`src/rtl/fetch_pkg.sv`:
```
// Shared types and constants for the fetch prefetch buffer.
// Exports NOP_INSTR, DEFAULT_RESET_PC, fetch_entry_t, occ_width().
package fetch_pkg;

   localparam logic [31:0] NOP_INSTR = 32'h0000_0013;
   localparam logic [31:0] DEFAULT_RESET_PC = 32'h0000_0000;

   typedef struct packed {
      logic [31:0] pc;
      logic [31:0] instr;
   } fetch_entry_t;

   function automatic int occ_width(input int depth);
      return $clog2(depth + 1);
   endfunction

endpackage

```
`src/rtl/fetch_buffer_if.sv`:
```
// Instruction-memory request/response bundle.
// master = fetch side (drives req), slave = memory side (drives ready/rsp).
interface fetch_buffer_if;

   logic        imem_req_valid;
   logic        imem_req_ready;
   logic [31:0] imem_req_addr;
   logic        imem_rsp_valid;
   logic [31:0] imem_rsp_data;

   modport master (
      output imem_req_valid,
      output imem_req_addr,
      input  imem_req_ready,
      input  imem_rsp_valid,
      input  imem_rsp_data
   );

   modport slave (
      input  imem_req_valid,
      input  imem_req_addr,
      output imem_req_ready,
      output imem_rsp_valid,
      output imem_rsp_data
   );

endinterface

```
`src/rtl/fetch_fifo.sv`:
```
// Synchronous FIFO of T with push/pop/clear, async active-low reset.
// Ports: clk, reset, push, push_data, pop, clear, head, count.
module fetch_fifo
   import fetch_pkg::*;
#(
   parameter int  DEPTH = 4,
   parameter type T     = fetch_entry_t
) (
   input  logic                          clk,
   input  logic                          reset,
   input  logic                          push,
   input  T                              push_data,
   input  logic                          pop,
   input  logic                          clear,
   output T                              head,
   output logic [occ_width(DEPTH)-1:0]   count
);

   localparam int PW = (DEPTH > 1) ? $clog2(DEPTH) : 1;
   localparam int CW = occ_width(DEPTH);

   T               mem [DEPTH];
   logic [PW-1:0]  rd_ptr;
   logic [PW-1:0]  wr_ptr;
   logic           do_push;
   logic           do_pop;

   function automatic logic [PW-1:0] inc(input logic [PW-1:0] p);
      return (p == PW'(DEPTH - 1)) ? '0 : p + 1'b1;
   endfunction

   // Pops of an empty FIFO are ignored; a push into a full FIFO
   // is only taken when a pop frees the slot in the same cycle.
   assign do_pop  = pop && (count != '0);
   assign do_push = push && ((count != CW'(DEPTH)) || do_pop);

   always_ff @(posedge clk or negedge reset) begin
      if (!reset) begin
         rd_ptr <= '0;
         wr_ptr <= '0;
         count  <= '0;
      end else if (clear) begin
         rd_ptr <= '0;
         wr_ptr <= '0;
         count  <= '0;
      end else begin
         if (do_push) wr_ptr <= inc(wr_ptr);
         if (do_pop)  rd_ptr <= inc(rd_ptr);
         if (do_push && !do_pop)
            count <= count + 1'b1;
         else if (!do_push && do_pop)
            count <= count - 1'b1;
      end
   end

   always_ff @(posedge clk) begin
      if (do_push && !clear)
         mem[wr_ptr] <= push_data;
   end

   assign head = mem[rd_ptr];

endmodule

```
`src/rtl/fetch_buffer.sv`:
```
// Prefetch queue feeding Fetch/Decode: issues imem requests, buffers
// {pc,instr}, flushes on PCSrcE. Ports: clk, reset, imem (if), PCSrcE,
// PCTargetE, StallF, instr_valid, InstrF, PCF, PCPlus4F, occupancy.
// Optional: FETCH_BUF_BYPASS_EN forwards a response straight out when empty.
module fetch_buffer
   import fetch_pkg::*;
#(
   parameter int          DEPTH           = 4,
   parameter int          MAX_OUTSTANDING = 2,
   parameter logic [31:0] RESET_PC        = DEFAULT_RESET_PC
) (
   input  logic                          clk,
   input  logic                          reset,
   fetch_buffer_if.master                imem,
   input  logic                          PCSrcE,
   input  logic [31:0]                   PCTargetE,
   input  logic                          StallF,
   output logic                          instr_valid,
   output logic [31:0]                   InstrF,
   output logic [31:0]                   PCF,
   output logic [31:0]                   PCPlus4F,
   output logic [occ_width(DEPTH)-1:0]   occupancy
);

   localparam int OCW = occ_width(MAX_OUTSTANDING);

   logic [31:0]    fetch_pc;
   logic [OCW-1:0] discard;
   logic [OCW-1:0] outstanding;
   logic [31:0]    pend_pc;
   fetch_entry_t   head_e;
   fetch_entry_t   push_e;
   logic           req_fire;
   logic           rsp_live;
   logic           rsp_take;
   logic           bypass;
   logic           q_push;
   logic           q_pop;

   // Budget counts queued, in-flight and to-be-dropped responses so
   // every accepted request is guaranteed a queue slot.
   assign imem.imem_req_valid = reset && !PCSrcE
      && (int'(occupancy) + int'(outstanding) + int'(discard) < DEPTH)
      && (int'(outstanding) + int'(discard) < MAX_OUTSTANDING);

   assign imem.imem_req_addr = fetch_pc;
   assign req_fire = imem.imem_req_valid && imem.imem_req_ready;

   // A response is live only if it belongs to a tracked request;
   // stale or spurious responses retire nothing from the PC queue.
   assign rsp_live = imem.imem_rsp_valid && (discard == '0)
      && (outstanding != '0);
   assign rsp_take = imem.imem_rsp_valid
      && ((discard != '0) || (outstanding != '0));

`ifdef FETCH_BUF_BYPASS_EN
   assign bypass = rsp_live && !PCSrcE && (occupancy == '0);
`else
   assign bypass = 1'b0;
`endif

   assign q_push = rsp_live && !PCSrcE && !(bypass && !StallF);
   assign q_pop  = (occupancy != '0) && !StallF;

   assign push_e = '{pc: pend_pc, instr: imem.imem_rsp_data};

   fetch_fifo #(
      .DEPTH (MAX_OUTSTANDING),
      .T     (logic [31:0])
   ) u_pc_q (
      .clk       (clk),
      .reset     (reset),
      .push      (req_fire),
      .push_data (fetch_pc),
      .pop       (rsp_live),
      .clear     (PCSrcE),
      .head      (pend_pc),
      .count     (outstanding)
   );

   fetch_fifo #(
      .DEPTH (DEPTH),
      .T     (fetch_entry_t)
   ) u_entry_q (
      .clk       (clk),
      .reset     (reset),
      .push      (q_push),
      .push_data (push_e),
      .pop       (q_pop),
      .clear     (PCSrcE),
      .head      (head_e),
      .count     (occupancy)
   );

   always_ff @(posedge clk or negedge reset) begin
      if (!reset) begin
         fetch_pc <= RESET_PC;
         discard  <= '0;
      end else if (PCSrcE) begin
         fetch_pc <= PCTargetE;
         discard  <= discard + outstanding - OCW'(rsp_take);
      end else begin
         if (req_fire)
            fetch_pc <= fetch_pc + 32'd4;
         if (imem.imem_rsp_valid && (discard != '0))
            discard <= discard - 1'b1;
      end
   end

   always_comb begin
      instr_valid = 1'b0;
      InstrF      = NOP_INSTR;
      PCF         = fetch_pc;
      if (occupancy != '0) begin
         instr_valid = 1'b1;
         InstrF      = head_e.instr;
         PCF         = head_e.pc;
      end else if (bypass) begin
         instr_valid = 1'b1;
         InstrF      = imem.imem_rsp_data;
         PCF         = pend_pc;
      end
   end

   assign PCPlus4F = PCF + 32'd4;

endmodule

```
`src/flat_wrapper.sv`:
```
// flat-port wrapper written by rule: the top's interface ports become plain ports
module fetch_buffer_flat import fetch_pkg::*;
#(
   parameter int          DEPTH           = 4,
   parameter int          MAX_OUTSTANDING = 2,
   parameter logic [31:0] RESET_PC        = DEFAULT_RESET_PC
)
  (clk, reset, PCSrcE, PCTargetE, StallF, instr_valid, InstrF, PCF, PCPlus4F, occupancy, imem_imem_req_valid, imem_imem_req_addr, imem_imem_req_ready, imem_imem_rsp_valid, imem_imem_rsp_data);
  fetch_buffer_if imem_i ();
  input  logic clk;
  input  logic reset;
  input  logic PCSrcE;
  input  logic [31:0] PCTargetE;
  input  logic StallF;
  output logic instr_valid;
  output logic [31:0] InstrF;
  output logic [31:0] PCF;
  output logic [31:0] PCPlus4F;
  output logic [occ_width(DEPTH)-1:0] occupancy;
  output wire logic [$bits(imem_i.imem_req_valid)-1:0] imem_imem_req_valid;
  output wire logic [$bits(imem_i.imem_req_addr)-1:0] imem_imem_req_addr;
  input wire logic [$bits(imem_i.imem_req_ready)-1:0] imem_imem_req_ready;
  input wire logic [$bits(imem_i.imem_rsp_valid)-1:0] imem_imem_rsp_valid;
  input wire logic [$bits(imem_i.imem_rsp_data)-1:0] imem_imem_rsp_data;
  assign imem_imem_req_valid = imem_i.imem_req_valid;
  assign imem_imem_req_addr = imem_i.imem_req_addr;
  assign imem_i.imem_req_ready = imem_imem_req_ready;
  assign imem_i.imem_rsp_valid = imem_imem_rsp_valid;
  assign imem_i.imem_rsp_data = imem_imem_rsp_data;
  fetch_buffer #(.DEPTH(DEPTH), .MAX_OUTSTANDING(MAX_OUTSTANDING), .RESET_PC(RESET_PC)) u_core (.clk(clk), .reset(reset), .imem(imem_i), .PCSrcE(PCSrcE), .PCTargetE(PCTargetE), .StallF(StallF), .instr_valid(instr_valid), .InstrF(InstrF), .PCF(PCF), .PCPlus4F(PCPlus4F), .occupancy(occupancy));
endmodule
```
`config.mk`:
```
export PLATFORM = sky130hd
export DESIGN_NAME = fetch_buffer_flat
export DESIGN_NICKNAME = d
export VERILOG_FILES = /design/src/rtl/fetch_pkg.sv /design/src/rtl/fetch_buffer_if.sv /design/src/rtl/fetch_fifo.sv /design/src/rtl/fetch_buffer.sv /design/src/flat_wrapper.sv
export SDC_FILE = /design/constraint.sdc
export NUM_CORES = 1
export LEC_CHECK = 0
export CAP_MARGIN = 10
export CORE_ASPECT_RATIO = 0.6
export CORE_UTILIZATION = 35
export CTS_BUF_LIST = sky130_fd_sc_hd__clkbuf_4
export CTS_CLUSTER_DIAMETER = 200
export DETAILED_ROUTE_END_ITERATION = 6
export GPL_ROUTABILITY_DRIVEN = 0
export SLEW_MARGIN = 30
export SYNTH_ARGS = -nofsm -noshare
export SYNTH_HDL_FRONTEND = slang
export SYNTH_SLANG_ARGS = --single-unit
```
`constraint.sdc`:
```
create_clock -name clk -period 5 [get_ports clk]
set_input_delay 0.75 -clock clk [delete_from_list [all_inputs] [get_ports clk]]
set_output_delay 0.75 -clock clk [all_outputs]
set_load 0.02 [all_outputs]
```
==> summary.md <==
| Metric | Value |
|---|---|
| Root buffer cell | clkbuf_4 |
| Via density | 5.185 |
| Clock sinks | 365 |
| Grt ovf | 0 |
| Total routed wirelength | 42140 microns |
| Number of global-route vias before repair | 10040 |
| Antenna-violating nets left | 0 |
| Lkg Pwr | 6.752 nW |
| Setup total negative slack | 0 ps |
| Status | complete, no violations |
| First-pass GRT wire length | 63140 microns |
| CP endpoint kind | output pin |
| Hold/Removal Path Class | primary input to async pin |
| Syn nets | 1084 |
| Synthesized flop and latch total | 365 |
| Clock slew at reported path FFs | 70 ps |
| Fmax | 210.6 MHz |
| CTS tree | done |
| Worst slew pin tran | 705.3 ps |
| Hold bufs inserted after CTS | 0 |
| Crit-path leading delay family | buffers and inverters |
| Placement Cell Area | 0.01851 sq mm |
| Initial antenna violation count | 1 |
| Initial core utilization | 0.3592 |
| Syn Inst Count | 997 |
| Fin. Hold Viols | 0 |
| Storage cell area | 0.01074 sq mm |
| DR WL/cell | 22.17 microns |
| Sequential share of the synthesized area | 0.6804 |
| Die X | 276.1 microns |
| Relative slew slack | 0.5281 |
| Yosys cell types | 65 |
| Dpl ws | 700.3 ps |
| Final setup fails | 0 |
| Slowest Stage Delay on Critical Path | 620 ps |
| Critical path class | flip-flop to output pin |
| VDD IR max | 0.0002941 V |
| Largest net degree at the start of global routing | 46 |
| Max-cap violations | 0 |
| DRC errors left | 0 |
| Post-DP HPWL | 27270 microns |
| YS warnings | 0 |
| DIE AREA | 0.04596 sq mm |
| Slowest cell on the critical path | clkdlybuf4s50_1 |
| Core Region | 0.04392 sq mm |
| Multi-input gate area | 0.004771 sq mm |
| Initial DRC Count | 809 |
| Crit path time final | 4749 ps |
| Skew-Pair Late Insertion Delay | 760 ps |
| Layout fillers | 3880 |
| Crit path cell chain | nor3_4 > inv_2 > buf_4 > mux2_2 > o211a_1 > nand4_4 > nor3_1 > xor2_1 > clkdlybuf4s50_1 |
| RSZ-0062 raised after global routing | false |
| Power per cell area | 525.7 mW/mm^2 |
| Max Slew Vio Count | 0 |
| CP Launch Type | flip-flop |
| CP Data Required Time | 4250 ps |
| Clk buf depth | 3 |
| Final setup margin | 250.9 ps |
| Skew final | 60.47 ps |
| Die Y | 166.5 microns |
| Syn avg cell area | 15.83 sq um |
| DR pass1 iterations | 6 |
| Synth Flop Type | edfxtp_1 |
| IO buf count | 202 |
| Worst path arrival time | 4000 ps |
| Tcrit/Tclk final | 0.9498 |
| Overall global routing resource usage | 0.1842 |
| Buf/Inv on CP | 3 |
| Synthesized area | 0.01578 sq mm |
| CTS H-tree lvls | 3 |
| Routed via count | 9856 |
| Diodes inserted | 0 |
| Final Net Count | 1351 |
| FFs w/ async S/R, synth | 0.1233 |
| Num ports | 203 |
| Num CTS Buffers | 89 |
| Share of cells above drive strength 1 | 0.2231 |
| Area Growth Syn to Fin | 24.60% |
| CP Max Fanout | 21 |
| Number of synthesized flops with an enable pin | 320 |
| Design area | 0.01966 sq mm |
| Cell row count | 59 |
==> final timing paths <==
path / end / slack [ps] / start / cells past startpoint
setup / recovery: PCPlus4F[31] / 250 / u_core.u_entry_q.count[2]$_DFFE_PN0P_ / 9
hold / removal: u_core.imem.imem_req_addr[20]$_DFFE_PN0P_ / 140 / reset / 2
setup reg to reg: u_core.u_pc_q.mem[1][6]$_DFFE_PP_ / 1130 / u_core.u_pc_q.count[0]$_DFFE_PN0P_ / 9
hold reg to reg: u_core.u_pc_q.mem[1][1]$_DFFE_PP_ / 500 / u_core.imem.imem_req_addr[1]$_DFFE_PN0P_ / 0
max in group asynchronous: u_core.u_entry_q.rd_ptr[0]$_DFFE_PN0P_ / 4370 / reset / 2
min in group clk: u_core.u_entry_q.count[2]$_DFFE_PN0P_ / 460 / PCSrcE / 2
==> report_power, final <==
| group | internal (mW) | switching [mW] |
|---|---|---|
| sequential | 3.48 | 0.226 |
| combinational | 1.87 | 2.34 |
| clock | 1.24 | 1.17 |
==> cell type report <==
type	instances	share of cell area
inverter	15	0.002864
multi-input combinational	565	0.2427
sequential	365	0.5463
timing repair buffer	228	0.1162
tap	579	0.03685
clock inverter	25	0.007764
clock buffer	124	0.04735
==> cells in the mapped netlist (2+ instances only) <==
master,instances,area share
o21ai_0,38,0.012
nand3_1,30,0.0095
nor3_1,16,0.0051
a21oi_1,15,0.0048
xor2_1,10,0.0056
and3_1,7,0.0028
nor4_1,2,0.00079
buf_6,5,0.0036
ha_1,14,0.011
nand4_1,10,0.0040
a221o_1,5,0.0032
mux2_2,37,0.026
mux4_2,64,0.091
buf_4,4,0.0019
nand3b_1,3,0.0014
buf_2,12,0.0038
buf_1,3,0.00071
nor2_1,33,0.0079
nand2_1,125,0.030
mux2i_1,7,0.0044
mux2_4,3,0.0029
dfrtp_1,45,0.071
nand2b_1,6,0.0024
inv_1,14,0.0033
nor2b_1,3,0.0012
and2_1,41,0.016
clkbuf_1,27,0.0064
a211oi_1,2,0.00095
fa_1,3,0.0038
xnor2_1,28,0.016
o211a_1,2,0.0013
a311oi_1,3,0.0017
o311ai_0,8,0.0044
or2_2,6,0.0024
edfxtp_1,320,0.61
a21o_1,4,0.0019
a31oi_1,5,0.0020
and4_1,5,0.0028
o211ai_1,3,0.0014
o311ai_1,3,0.0017
a32oi_1,2,0.0011
==> metrics by stage <==
step / hold slack, ps / utilization / std cells / power [mW]
4_1_cts: 74.50 / 0.4471 / 1901 / 10.45
5_1_grt: 101.6 / 0.4476 / 1901 / 10.85
6_report: 143.0 / 0.4476 / 1901 / 10.33
3_3_place_gp: 504.3 / 0.4214 / 1751 / 7.920
2_1_floorplan: 446.9 / - / 997 / 6.105
3_5_place_dp: 521.2 / 0.4214 / 1751 / 7.947
==> registers in the layout (all words and copies together) (netlist names) <==
signal,flops
u_core.u_pc_q.rd_ptr,1
u_core.u_entry_q.mem,256
u_core.u_pc_q.count,2
u_core.u_pc_q.mem,64
u_core.imem.imem_req_addr,32
u_core.u_entry_q.wr_ptr,2
u_core.u_entry_q.count,3
u_core.u_entry_q.rd_ptr,2
u_core.discard,2
u_core.u_pc_q.wr_ptr,1
==> timing repair <==
item / in CTS / in global routing
setup endpoints to repair: 11 / 10
resized for setup: 4 / 4
buffers inserted: 1 / 0
==> per-layer routing <==
metal	GRT usage	wire length, microns
met1	0.2587	18970
met3	0.04826	2959
met2	0.2824	19510
met5	0	0
met4	0.05149	697
==> worst register-to-register path, cell delays in order, from the launching register on <==
cell,delay [ps]
dfrtp_1,530
ha_1,260
fa_1,440
ha_1,190
or4b_1,530
a311oi_2,350
and3_1,230
nand2_1,170
nor2_4,490
buf_4,320
==> kinds of logic (layout without fill, tap and decap cells) <==
group                    after synthesis  count (layout)  synth area share
flip-flops                           365             365            0.6804
AND/OR/NAND/NOR                      297             297           0.09389
multiplexers                         111             111            0.1250
AO/OA/AOI/OAI                        101             101           0.04274
buffers and inverters                 67             392           0.02093
XOR/XNOR                              39              39           0.02212
adder cells (fa/ha/maj)               17              17           0.01491
==> placed cells by master (no fill, tap or decap), drive strengths merged, types with 14 or more instances in the layout <==
cell and instances:
a21oi 15, and2 41, buf 28, clkbuf 124, clkdlybuf4s50 200, clkinv 19
dfrtp 45, edfxtp 320, ha 14, inv 19, mux2 40, mux4 64
nand2 125, nand3 31, nor2 34, nor3 17, o21ai 39, xnor2 29
No activity file was read; power rests on OpenSTA's default activity.
